### src/rtl/paddle_controller.sv
// Paddle position controller: an immediate step on press, then auto-repeat after a
// long initial delay and at a faster rate. Position is clamped to 0..MAX_POS.
module paddle_controller #(
  parameter int POS_WIDTH    = 5,
  parameter int MAX_POS      = 27,
  parameter int RESET_POS    = 14,
  parameter int DELAY_CYCLES = 2500000,
  parameter int RATE_CYCLES  = 500000
) (
  input  logic                 clock,
  input  logic                 reset,
  input  logic                 up,
  input  logic                 down,
  input  logic                 enable,
  input  logic                 recenter,
  output logic [POS_WIDTH-1:0] pos,
  output logic                 moved,
  output logic                 at_top,
  output logic                 at_bottom
);

  localparam int TIMER_MAX = (DELAY_CYCLES > RATE_CYCLES) ? DELAY_CYCLES : RATE_CYCLES;
  localparam int TW        = $clog2(TIMER_MAX);

  localparam logic [POS_WIDTH-1:0] MAX_P   = POS_WIDTH'(MAX_POS);
  localparam logic [POS_WIDTH-1:0] RESET_P = POS_WIDTH'(RESET_POS);
  localparam logic [TW-1:0]        DELAY_T = TW'(DELAY_CYCLES - 1);
  localparam logic [TW-1:0]        RATE_T  = TW'(RATE_CYCLES - 1);

  typedef enum logic [1:0] {
    IDLE,
    HOLD,
    REPEAT
  } state_t;

  state_t                 state, state_n;
  logic                   dir, dir_n;
  logic [TW-1:0]          timer, timer_n;
  logic [POS_WIDTH-1:0]   pos_n;
  logic                   moved_n;
  logic                   req_up, req_dn, has_req, req_dir;
  logic                   do_step;

  // dir / req_dir encoding: 0 = toward 0 (up), 1 = toward MAX_POS (down)
  assign req_up  = up & ~down;
  assign req_dn  = down & ~up;
  assign has_req = req_up | req_dn;
  assign req_dir = req_dn;

  always_comb begin
    state_n = state;
    dir_n   = dir;
    timer_n = timer;
    pos_n   = pos;
    moved_n = 1'b0;
    do_step = 1'b0;
    if (recenter) begin
      state_n = IDLE;
      pos_n   = RESET_P;
      moved_n = (pos != RESET_P);
    end else if (!enable) begin
      state_n = IDLE;
    end else begin
      case (state)
        IDLE: begin
          if (has_req) begin
            do_step = 1'b1;
            dir_n   = req_dir;
            timer_n = DELAY_T;
            state_n = HOLD;
          end
        end
        HOLD, REPEAT: begin
          if (!has_req) begin
            state_n = IDLE;
          end else if (req_dir != dir) begin
            do_step = 1'b1;
            dir_n   = req_dir;
            timer_n = DELAY_T;
            state_n = HOLD;
          end else if (timer == '0) begin
            do_step = 1'b1;
            timer_n = RATE_T;
            state_n = REPEAT;
          end else begin
            timer_n = timer - 1'b1;
          end
        end
        default: state_n = IDLE;
      endcase
      // A step that would leave the playfield is dropped; the timer still advances
      if (do_step) begin
        if (!req_dir && pos != '0) begin
          pos_n   = pos - 1'b1;
          moved_n = 1'b1;
        end else if (req_dir && pos != MAX_P) begin
          pos_n   = pos + 1'b1;
          moved_n = 1'b1;
        end
      end
    end
  end

  always_ff @(posedge clock or posedge reset) begin
    if (reset) begin
      state <= IDLE;
      dir   <= 1'b0;
      timer <= '0;
      pos   <= RESET_P;
      moved <= 1'b0;
    end else begin
      state <= state_n;
      dir   <= dir_n;
      timer <= timer_n;
      pos   <= pos_n;
      moved <= moved_n;
    end
  end

  assign at_top    = (pos == '0);
  assign at_bottom = (pos == MAX_P);

endmodule

### config.mk
export PLATFORM = sky130hd
export DESIGN_NAME = paddle_controller
export DESIGN_NICKNAME = d
export VERILOG_FILES = /design/src/rtl/paddle_controller.sv
export SDC_FILE = /design/constraint.sdc
export NUM_CORES = 1
export LEC_CHECK = 0
export ABC_CLOCK_PERIOD_IN_PS = 3000
export CORE_MARGIN = 1
export CORE_UTILIZATION = 49
export DETAILED_ROUTE_END_ITERATION = 10
export DONT_BUFFER_PORTS = 1
export HOLD_SLACK_MARGIN = 0.03
export RECOVER_POWER = 50
export SLEW_MARGIN = 20
export SYNTH_ARGS = -nofsm -noshare
export SYNTH_HDL_FRONTEND = slang
export SYNTH_SLANG_ARGS = --single-unit
### constraint.sdc
create_clock -name clock -period 3 [get_ports clock]
set_clock_uncertainty 0.1 [all_clocks]
set_input_delay 0.45 -clock clock [delete_from_list [all_inputs] [get_ports clock]]
set_output_delay 0.45 -clock clock [all_outputs]
set_load 0.005 [all_outputs]
# Yosys cells after proc, flatten, opt, wreduce, memory -nomap -nowiden
# Cells that the tools add are included.
# totals
regBits	31
in_bits	6
output_inout_bits	8
elab_cells	74
# classes
addsub	3
n_eq_ne	11
mux	33
bitwise	6
reduce_logical	16
# ops
cell	count
$mux 22	4
$pmux 22 s2	1
$mux 5	5
$logic_not 22->1	1
$sub 22x1->22 const B	1
$mux 1	14
$mux 2	6
$ne 2x2->1 const B	3
$ne 6x6->1 const B	1
$reduce_and 6->1	1
$reduce_bool 2->1	3
$add 5x1->5 const B	1
$eq 5x5->1 const B	1
$logic_not 5->1	1
$ne 5x4->1 const B	1
$ne 5x5->1 const B	1
$reduce_and 5->1	1
$reduce_bool 5->1	1
$sub 5x1->5 const B	1
$ne 4x4->1 const B	1
$pmux 1 s2	2
$pmux 2 s2	1
$not 1->1	3
$reduce_and 3->1	1
other kinds (11)	13

# Logic depth before layout (Yosys ltp)
# logic_depth
ltp_word	11
mapped_depth	9
depth_no_buf	8

# Worst setup path after synthesis
# No wires, ideal clock.
# synth_timing
kind	reg2reg
startpoint	register pos[0]
endpoint	register pos[4]
setup_time_ps	99
arrival_ps	2136
required_ps	2801
setup_slack_ps	665
path_stages_with_launch	9
path_buffers	0
period_less_slack_ps	2335
path_cell_list	dfrtp_1 > nor4_1 > nor2b_1 > nor2_1 > fa_1 > a21o_1 > a21oi_1 > xor2_1 > a311oi_1
# synth_between
elab_chain_cells	6
elab_cells_between_ends	13
cone_classes	add/sub: 2; eq/ne: 1; mux: 5; reduce/logical: 5
# synth_lines
item	line_no	source
from (decl)	16	output logic [POS_WIDTH-1:0] pos,
from (signal assigned)	115	pos <= pos_n;
$add 5x1->5 / $reduce_bool 5->1 (equally long branches)	97, 93	
$mux 5 / $logic_and 1x1->1 (equally long branches)	96, 93	
$mux 5	93	if (!req_dir && pos != '0) begin
$mux 5	92	if (do_step) begin
$mux 5	61	end else if (!enable) begin
$mux 5	57	if (recenter) begin
# Parallel ways exist; a longest one is shown, timed or not. The select of a mux whose other input is x is not followed.
# A chain may end at the register's enable or synchronous reset.

# Worst setup path after layout
# Same ends and word-level chain as after synthesis.

==> results.sh <==
export IMPL_status="finished, violations left"
export IMPL_violations="max-capacitance violations, max-slew violations"
export IMPL_peakVddDrop_v=0.0003548
export IMPL_grt_pass1_wl_mm=7.665
export IMPL_synth_seq_cells=31
export IMPL_placeableCoreArea_sq_mm=0.004000
export IMPL_worstSetupPathType="reg -> reg"
export IMPL_p_switching_mw=0.2935
export IMPL_grt_max_degree=32
export IMPL_synth_common_cells="dfrtp_1, nand2_1, nor2_1"
export IMPL_sw_frac_of_total_pct=29.96
export IMPL_io_pins=14
export IMPL_cp_slowest_cell="dfrtp_1"
export IMPL_cts_buffer_depth=2
export IMPL_cts_sinks=31
export IMPL_drc=0
export IMPL_path_delay_family="simple AND/OR/NAND/NOR gates"
export IMPL_path_cells="nor4_1, nor2b_1, nor2_1, fa_1, a21o_1, a21oi_1, xor2_1, a311oi_1"
export IMPL_path_max_fanout=9
export IMPL_worst_hold_path_type="in -> reg"
export IMPL_place_area_sq_mm=0.002121
export IMPL_timing_final_crit_share_pct=88.72
export IMPL_syn_area_per_cell_sq_um=9.215
export IMPL_rows=23
export IMPL_combinationalPowerShare_pct=17.5
export IMPL_async_reset_ff_share_pct=100.0
export IMPL_synth_net_count=236
export IMPL_n_antenna_cell=0
export IMPL_drt_iter0_drc=135
export IMPL_cts_clk_slew_worst_paths_ps=60
export IMPL_synth_cell_types=62
export IMPL_syn_area_sq_mm=0.002046
export IMPL_reg2reg_slack_ps=340
export IMPL_dieArea_sq_mm=0.004438
export IMPL_fillers=377
export IMPL_crit_required_ps=3070
export IMPL_tightest_slew_ps=1683
export IMPL_synthTopCellsByArea="dfrtp_1, ha_1, dfstp_2"
export IMPL_synth_seq_area_share_pct=38.10
export IMPL_first_global_vias=1606
export IMPL_gr_total_overflow=0
export IMPL_die_x_um=66.62
export IMPL_postCtsSetupRepairBufs=0
export IMPL_p_leak_nw=0.8364
export IMPL_grt_usage_pct=23.04
export IMPL_cts_resized=0
export IMPL_synth_top_area_share_pct=34.25
export IMPL_cts_tree="built"
export IMPL_p_per_area_mw_per_mm2=445.6
export IMPL_rsz0062_at_grt="false"
export IMPL_hold_buffers=0
export IMPL_cp_slowest_stage_delay_ps=480
export IMPL_endpoint_kind="register"
export IMPL_finalSetupTns_ps=0
export IMPL_io_buffers=0
export IMPL_startpoint_type="register"
export IMPL_drt_wl_total_mm=4.662
export IMPL_setup_viol=0
export IMPL_synth_area_leader_cell="dfrtp_1"
export IMPL_synth_most_common_cell="dfrtp_1"
export IMPL_p_int_mw=0.6860
export IMPL_layout_drive_gt1_share_pct=11.79
export IMPL_postSynthCellCount=222
export IMPL_vias=1752
export IMPL_pwr_share_seq_pct=50.9
export IMPL_nets=242
export IMPL_final_max_slew_viol_count=32
export IMPL_path_buf_inv=0
export IMPL_start_util_pct=51.14
export IMPL_wl_per_cell_um=16.71
export IMPL_area_growth_syn_to_layout_pct=7.462
export IMPL_clkPwrFrac_pct=31.6
export IMPL_synth_ff_type="dfrtp_1"
export IMPL_maxSlewHeadroom_pct=-12.17
export IMPL_clk_latency_ps=280
export IMPL_fmax_ghz=0.3757
export IMPL_cts_buffers=5
export IMPL_drt_pass1_iter_count=4
export IMPL_arrival_ps=2730
export IMPL_place_congestion=0.8013
export IMPL_antenna_found_initial=0
export IMPL_ant_nets=0
export IMPL_cts_htree_levels=2
export IMPL_fin_crit_ps=2662
export IMPL_vias_per_cell=6.280
export IMPL_synth_edf_count=0
export IMPL_ys_warn_count=0
export IMPL_finalHoldViolCount=0
export IMPL_hpwl_mm=3.292
export IMPL_cts_root_buf="clkbuf_8"
export IMPL_final_area_sq_mm=0.002198
export IMPL_seqCellArea_sq_um=779.5
export IMPL_die_y_um=66.62
export IMPL_drv_cap=1
export IMPL_multi_input_area_sq_mm=0.001211
[layout by cell type, fill, tap and decap left out, drive strengths merged, types with 2 or more instances in the layout]
master  instances
o22ai           3
clkbuf          8
nor2b           3
or2             2
and2            2
nand2          21
o21ai          15
a21o            5
nand3           6
a41oi           2
inv             8
or3             3
nor3            7
dfrtp          28
a211o           3
xor2            4
and4            2
o22a            2
nand4           3
nor4b           2
xnor2           4
nand2b          3
nor4            9
a31oi          12
a21oi          16
nor2           17
ha              7
buf             4
dfstp           3
o211ai          4
[cell families after synthesis]
logic type               synth area share, %
AO/OA/AOI/OAI                          24.47
buffers and inverters                  2.691
XOR/XNOR                               3.425
adder cells (fa/ha/maj)                5.260
AND/OR/NAND/NOR                        25.57
flip-flops                             38.10
multiplexers                          0.4893
[power groups by stage]
stage,sequential (mW),combinational (mW),clock (mW)
floorplan,0.496,0.136,0
global placement,0.506,0.166,0
detailed placement,0.506,0.173,0
CTS,0.498,0.173,0.320
global route,0.503,0.197,0.336
finish,0.499,0.172,0.309
[state kept, by name, summed over array words and instances, names as in the netlist]
register / cells
timer: 22
pos: 5
moved: 1
state: 2
dir: 1
[routing by layer]
layer	up-vias	part of all wire [%]	track usage, %
met5	-	0	0
met4	0	0.34	7.713
met3	2	4.2	5.479
met2	46	45	34.22
met1	847	50	32.48
li1	857	-	-
[worst paths after layout]
kind                                 from         to  cells past startpoint
min in group asynchronous           reset      moved                      2
worst min-delay path             recenter     pos[0]                      1
max in group asynchronous           reset   timer[3]                      2
worst min register to register  timer[21]  timer[21]                      1
worst max-delay path               pos[0]     pos[4]                      8
worst max register to register     pos[0]     pos[4]                      8
[cell type report]
class	count	area share, %
inverters	8	1.366
well taps	50	2.846
clock buffers	7	3.472
clock inverters	1	0.2277
repair buffers	5	1.537
flip-flops and latches	31	35.46
multi-input cells	177	55.09
[per-stage QoR]
| stage | power (mW) | worst slack (ps) | hold WS [ps] | utilization, % | std cells |
|---|---|---|---|---|---|
| 4_1_cts | 0.9919 | 321.7 | 50.82 | 55.05 | 279 |
| 6_report | 0.9795 | 338.5 | 129.4 | 54.96 | 279 |
| 3_3_place_gp | 0.6716 | 493.2 | 343.8 | 53.02 | 271 |
| 2_1_floorplan | 0.6317 | 664.7 | 356.8 | - | 222 |
| 5_1_grt | 1.036 | 95.41 | 122.4 | 54.96 | 279 |
| 3_5_place_dp | 0.6781 | 381.0 | 353.2 | 53.02 | 271 |
[worst register-to-register path: cells and delay by family (launching register included)]
family,cells,cell delay (ps)
and+or+nand+nor,3,800
xor gates and xnor gates,1,90
DFF,1,480
adders and majority gates,1,430
AOI/OAI and AO/OA,3,650
No activity file was read; power rests on OpenSTA's default activity.
==> patch 1: new RTL, same settings <==
The parameter `POS_WIDTH` goes from 5 to 7.
--- a/src/rtl/paddle_controller.sv
+++ b/src/rtl/paddle_controller.sv
@@ -3,3 +3,3 @@
 module paddle_controller #(
-  parameter int POS_WIDTH    = 5,
+  parameter int POS_WIDTH    = 7,
   parameter int MAX_POS      = 27,
Ports: changed (resized pos); port bits go from 14 to 16. The function was not compared with the original's and may differ.
==> patch 1 against the unedited design <==
  * The flow still finishes with violations (max-capacitance violations, max-slew violations)
  * Sequential power is 9.8% higher
  * Synthesized area increased by 2.9%
  * Total power increased by 16%
  * Critical path depth up 2
  * Via count increased by 7.3%
  * Final area grew 5.8%
  * Hold slack got worse by 0.0028 ns
  * Routed wire length grew 4.4%
  * Synthesized cell count rose by 11%
  * Non-clock buffer count grew 10
  * Worst setup slack worse by 0.20 ns
  * Sequential cell count increased by 2
  * Largest cell class unchanged
==> patch 1: results (changes against the unedited design) <==
- Post-Synth XOR/XNOR Area: 0.02497 (-0.009280)
- Initial antenna violation count: 0 (unchanged)
- CP max FO: 7 (-2)
- Outcome: finished, violations left
- Pre-CTS WS: -0.02471 ns (-0.4057 ns)
- Hold path depth: 1 (unchanged)
- Largest net degree at the start of global routing: 34 (+6.3%)
- Max-cap violations: 1 (unchanged)
- Arrival time at the worst endpoint: 2.97 ns (+0.24 ns)
- First-pass GRT wire length: 8.300 mm (+8.3%)
- Register area share after synthesis: 0.3942 (+0.01313)
- Gpl congestion: 0.7989 (-0.30%)
- Vias in the first global route: 1847 (+15%)
- Vias: 1880 (+7.3%)
- Synthesized Nets: 263 (+11%)
- CP max stage delay: 0.55 ns (+0.07 ns)
- Failing checks: max-capacitance violations, max-slew violations
- Post-synthesis mux area share: 0.02378 (+0.01889)
- Fin. max-slew vios: 34 (+6.3%)
- Biggest regs: timer x22, pos x7, state x2
- Synth Area in Compound Gates: 0.2105 (-0.03418)
- Reg2Reg Depth: 10 (+2)
- M1 WL: 2.319 mm (-0.81%)
- Synth Area in Adders: 0.06302 (+0.01042)
- Worst vdd ir: 0.0002942 V (-17%)
- DP Wirelength: 3.532 mm (+7.3%)
- Netlist cell types: 49 (-21%)
- Clock slew at reported path FFs: around 0.07 ns
- Total track usage: 0.2441 (+0.01368)
- Nets: 277 (+14%)
- Share of cells above drive strength 1: 0.1412 (+0.02332)
- Ant. Diodes: 0 (unchanged)
- # fillers: 366 (-2.9%)
- DR top layer: met4
- Flop2flop setup slack: 0.14 ns (-0.20 ns)
- DRT iter0 DRCs: 128 (-5.2%)
- Synth top cells by count: dfrtp_1 (30), nand2_1 (30), nor2_1 (26), o21ai_0 (26), a21oi_1 (16)
- R2r startpoint: pos[1]
- Lkg Pwr: 0.9595 nW (+15%)
- PortBufs: 0 (unchanged)
- Fraction of registers with async set or reset after synthesis: 1.000 (unchanged)
- Crit path max-delay family: simple AND/OR/NAND/NOR gates
- Reg2reg end: pos[6]
- Final hold slack: 0.1266 ns (-0.002837 ns)
- Syn. warnings: 0 (unchanged)
- CP max-delay cell: or4_4
- WHS Endpoint: pos[6]
- Synth area leaders: dfrtp_1 (36%), o21ai_0 (6.2%), ha_1 (5.4%), nand2_1 (5.4%), nor2_1 (4.6%)
- Worst-margin pin slew: 1.823 ns (+0.1405 ns)
- WL met2: 2.350 mm (+11%)
- Postcts setup bufs: 0 (unchanged)
- Met3 wire length: 150 microns (-23%)
- Final WL: 4.866 mm (+4.4%)
==> patch 1: logic make-up after synthesis <==
kind of cell | after synthesis
muxes | 5
and+or+nand+nor | 98
AOI/OAI and AO/OA | 74
DFF | 33
xor gates and xnor gates | 6
adders and majority gates | 10
buffers and inverters | 21
==> patch 1: routing by layer <==
metal,vias up,global-route usage
met1,932,0.3076
li1,914,-
met4,0,0.07979
met3,4,0.04561
met5,-,0
met2,30,0.4158
==> patch 1: power by group <==
part	leakage (nW)	internal (mW)	total, mW	switching [mW]
combinational	0.523	0.111	0.266	0.155
sequential	0.391	0.492	0.548	0.0557
clock	0.0450	0.161	0.327	0.166
total	0.960	0.764	1.14	0.377
==> patch 1: final cells by class <==
| cell class | instances | area share |
|---|---|---|
| clock buffers | 6 | 0.03120 |
| repair buffers | 15 | 0.04034 |
| flip-flops and latches | 33 | 0.3566 |
| clock inverters | 2 | 0.004303 |
| well taps | 50 | 0.02690 |
| multi-input cells | 193 | 0.5196 |
| inverters | 13 | 0.02098 |
==> patch 1: what timing repair did <==
action                     in CTS  in global routing
pin swaps                       0                  0
setup endpoints to repair       1                  2
resized for setup               1                  5
==> patch 1: through the flow <==
step	std cells	instance area [sq um]	TNS (ns)	total power [mW]
2_1_floorplan	247	2105	0	0.7370
3_3_place_gp	304	2233	0	0.8029
3_5_place_dp	304	2233	-0.02471	0.8184
4_1_cts	312	2318	0	1.147
5_1_grt	312	2326	0	1.217
6_report	312	2326	0	1.141
==> patch 1: worst max-delay path by stage <==
stage | slack [ns] | endpoint | from
global route | 0.004 | pos[6] | pos[1]
detailed placement | -0.02 | pos[6] | pos[1]
finish | 0.14 | pos[6] | pos[1]
CTS | 0.01 | pos[6] | pos[1]
global placement | 0.10 | pos[6] | pos[1]
floorplan | 0.05 | pos[6] | pos[0]
==> patch 2: new RTL, same settings <==
Without the edit above. Add an input register stage for `enable`; this delays it by one clock. The other inputs are not delayed to match.
--- a/src/rtl/paddle_controller.sv
+++ b/src/rtl/paddle_controller.sv
@@ -35,2 +35,8 @@
 
+  logic enable_q;
+
+  always_ff @(posedge clock) begin
+    enable_q <= enable;
+  end
+
   state_t                 state, state_n;
@@ -60,3 +66,3 @@
       moved_n = (pos != RESET_P);
-    end else if (!enable) begin
+    end else if (!enable_q) begin
       state_n = IDLE;
Behaviour: not the same (Yosys sat finds a counterexample within 4 cycles, from zero or initial values and one cycle with reset high).
==> patch 2 against the unedited design <==
  * First-iteration DRC count decreased by 8.1%
  * Worst setup slack got worse by 0.20 ns
  * Total power increased by 7.7%
  * Synthesized area decreased by 0.61%
  * Routed wire length increased by 2.2%
  * Combinational power increased by 8%
  * Sequential cell count increased by 1
  * Final area increased by 0.34%
  * Synthesized cell count increased by 5.0%
  * Critical path type unchanged
  * Critical endpoint unchanged
==> patch 2: results (changes against the unedited design) <==
- Outcome: finished clean
- Post-synthesis mux area share: 0.01969 (+0.01480)
- Post-DR wirelength/cell: 16.43 microns (-1.7%)
- Share of cells above drive strength 1: 0.09583 (-0.02207)
- R2r startpoint: pos[1]
- Clock network power: 338 uW (+9.4%)
- Arrival time at the worst endpoint: 2.93 ns (+0.20 ns)
- Synth Area in Adders: 0.05292 (+0.0003237)
- M1 WL: 2.087 mm (-11%)
- Netlist cell types: 56 (-9.7%)
- Total track usage: 0.2411 (+0.01062)
- Via density: 6.097 (-2.9%)
- Synth top cells by count: dfrtp_1 (28), o21ai_0 (26), nand2_1 (20), nor2_1 (20), inv_1 (15)
- Post-Synth XOR/XNOR Area: 0.02585 (-0.008405)
- Met3 wire length: 187 microns (-4.6%)
- WL met2: 2.453 mm (+16%)
- Worst-margin pin slew: 1.216 ns (-0.4664 ns)
- CTS Hold Bufs: 1 (+1)
- Worst vdd ir: 0.0002521 V (-29%)
- Register area share after synthesis: 0.3932 (+0.01219)
- Reg2Reg Depth: 9 (+1)
- Synth area leaders: dfrtp_1 (34%), o21ai_0 (6.4%), ha_1 (4.3%), dfstp_2 (3.9%), nand2_1 (3.7%)
- Flop2flop setup slack: 0.14 ns (-0.20 ns)
- Hold path depth: 0 (-1)
- CP max stage delay: 0.57 ns (+0.09 ns)
- First-pass GRT wire length: 7.955 mm (+3.8%)
- DRT iter0 DRCs: 124 (-8.1%)
- Hold path startpoint: enable
-- patch 2: cell count changes after synthesis, sizes merged, moves of 3 or more --
cell,delta
clkbuf,+3
o211ai,-4
o21ai,+12
inv,+7
nor4,-5
nor2,+3
a21oi,-3
a31oi,-6
mux2i,+3
-- patch 2: metal layers --
metal  vias up  GRT usage
met1       848     0.3089
met4         0    0.05319
met5         -          0
met3         5    0.06034
li1        874          -
met2        41     0.4069
-- patch 2: per-stage QoR --
step,hold WS (ns),power (mW),worst slack (ns),cells
after floorplan,0.3620,0.6737,0.1966,233
after global placement,0.2265,0.7136,0.2274,281
after detailed placement,0.2308,0.7252,0.1180,281
after CTS,0.08469,1.066,0.1076,290
after global routing,0.07658,1.121,0.005484,290
final,0.09247,1.055,0.1359,290
-- patch 2: area by class of cell --
cell class	instances	area [sq um]
multi-input combinational	178	1150
clock buffer	8	90.09
sequential	32	799.5
tap	50	62.56
inverter	15	56.30
timing repair buffer	7	47.55
fill	386	1794
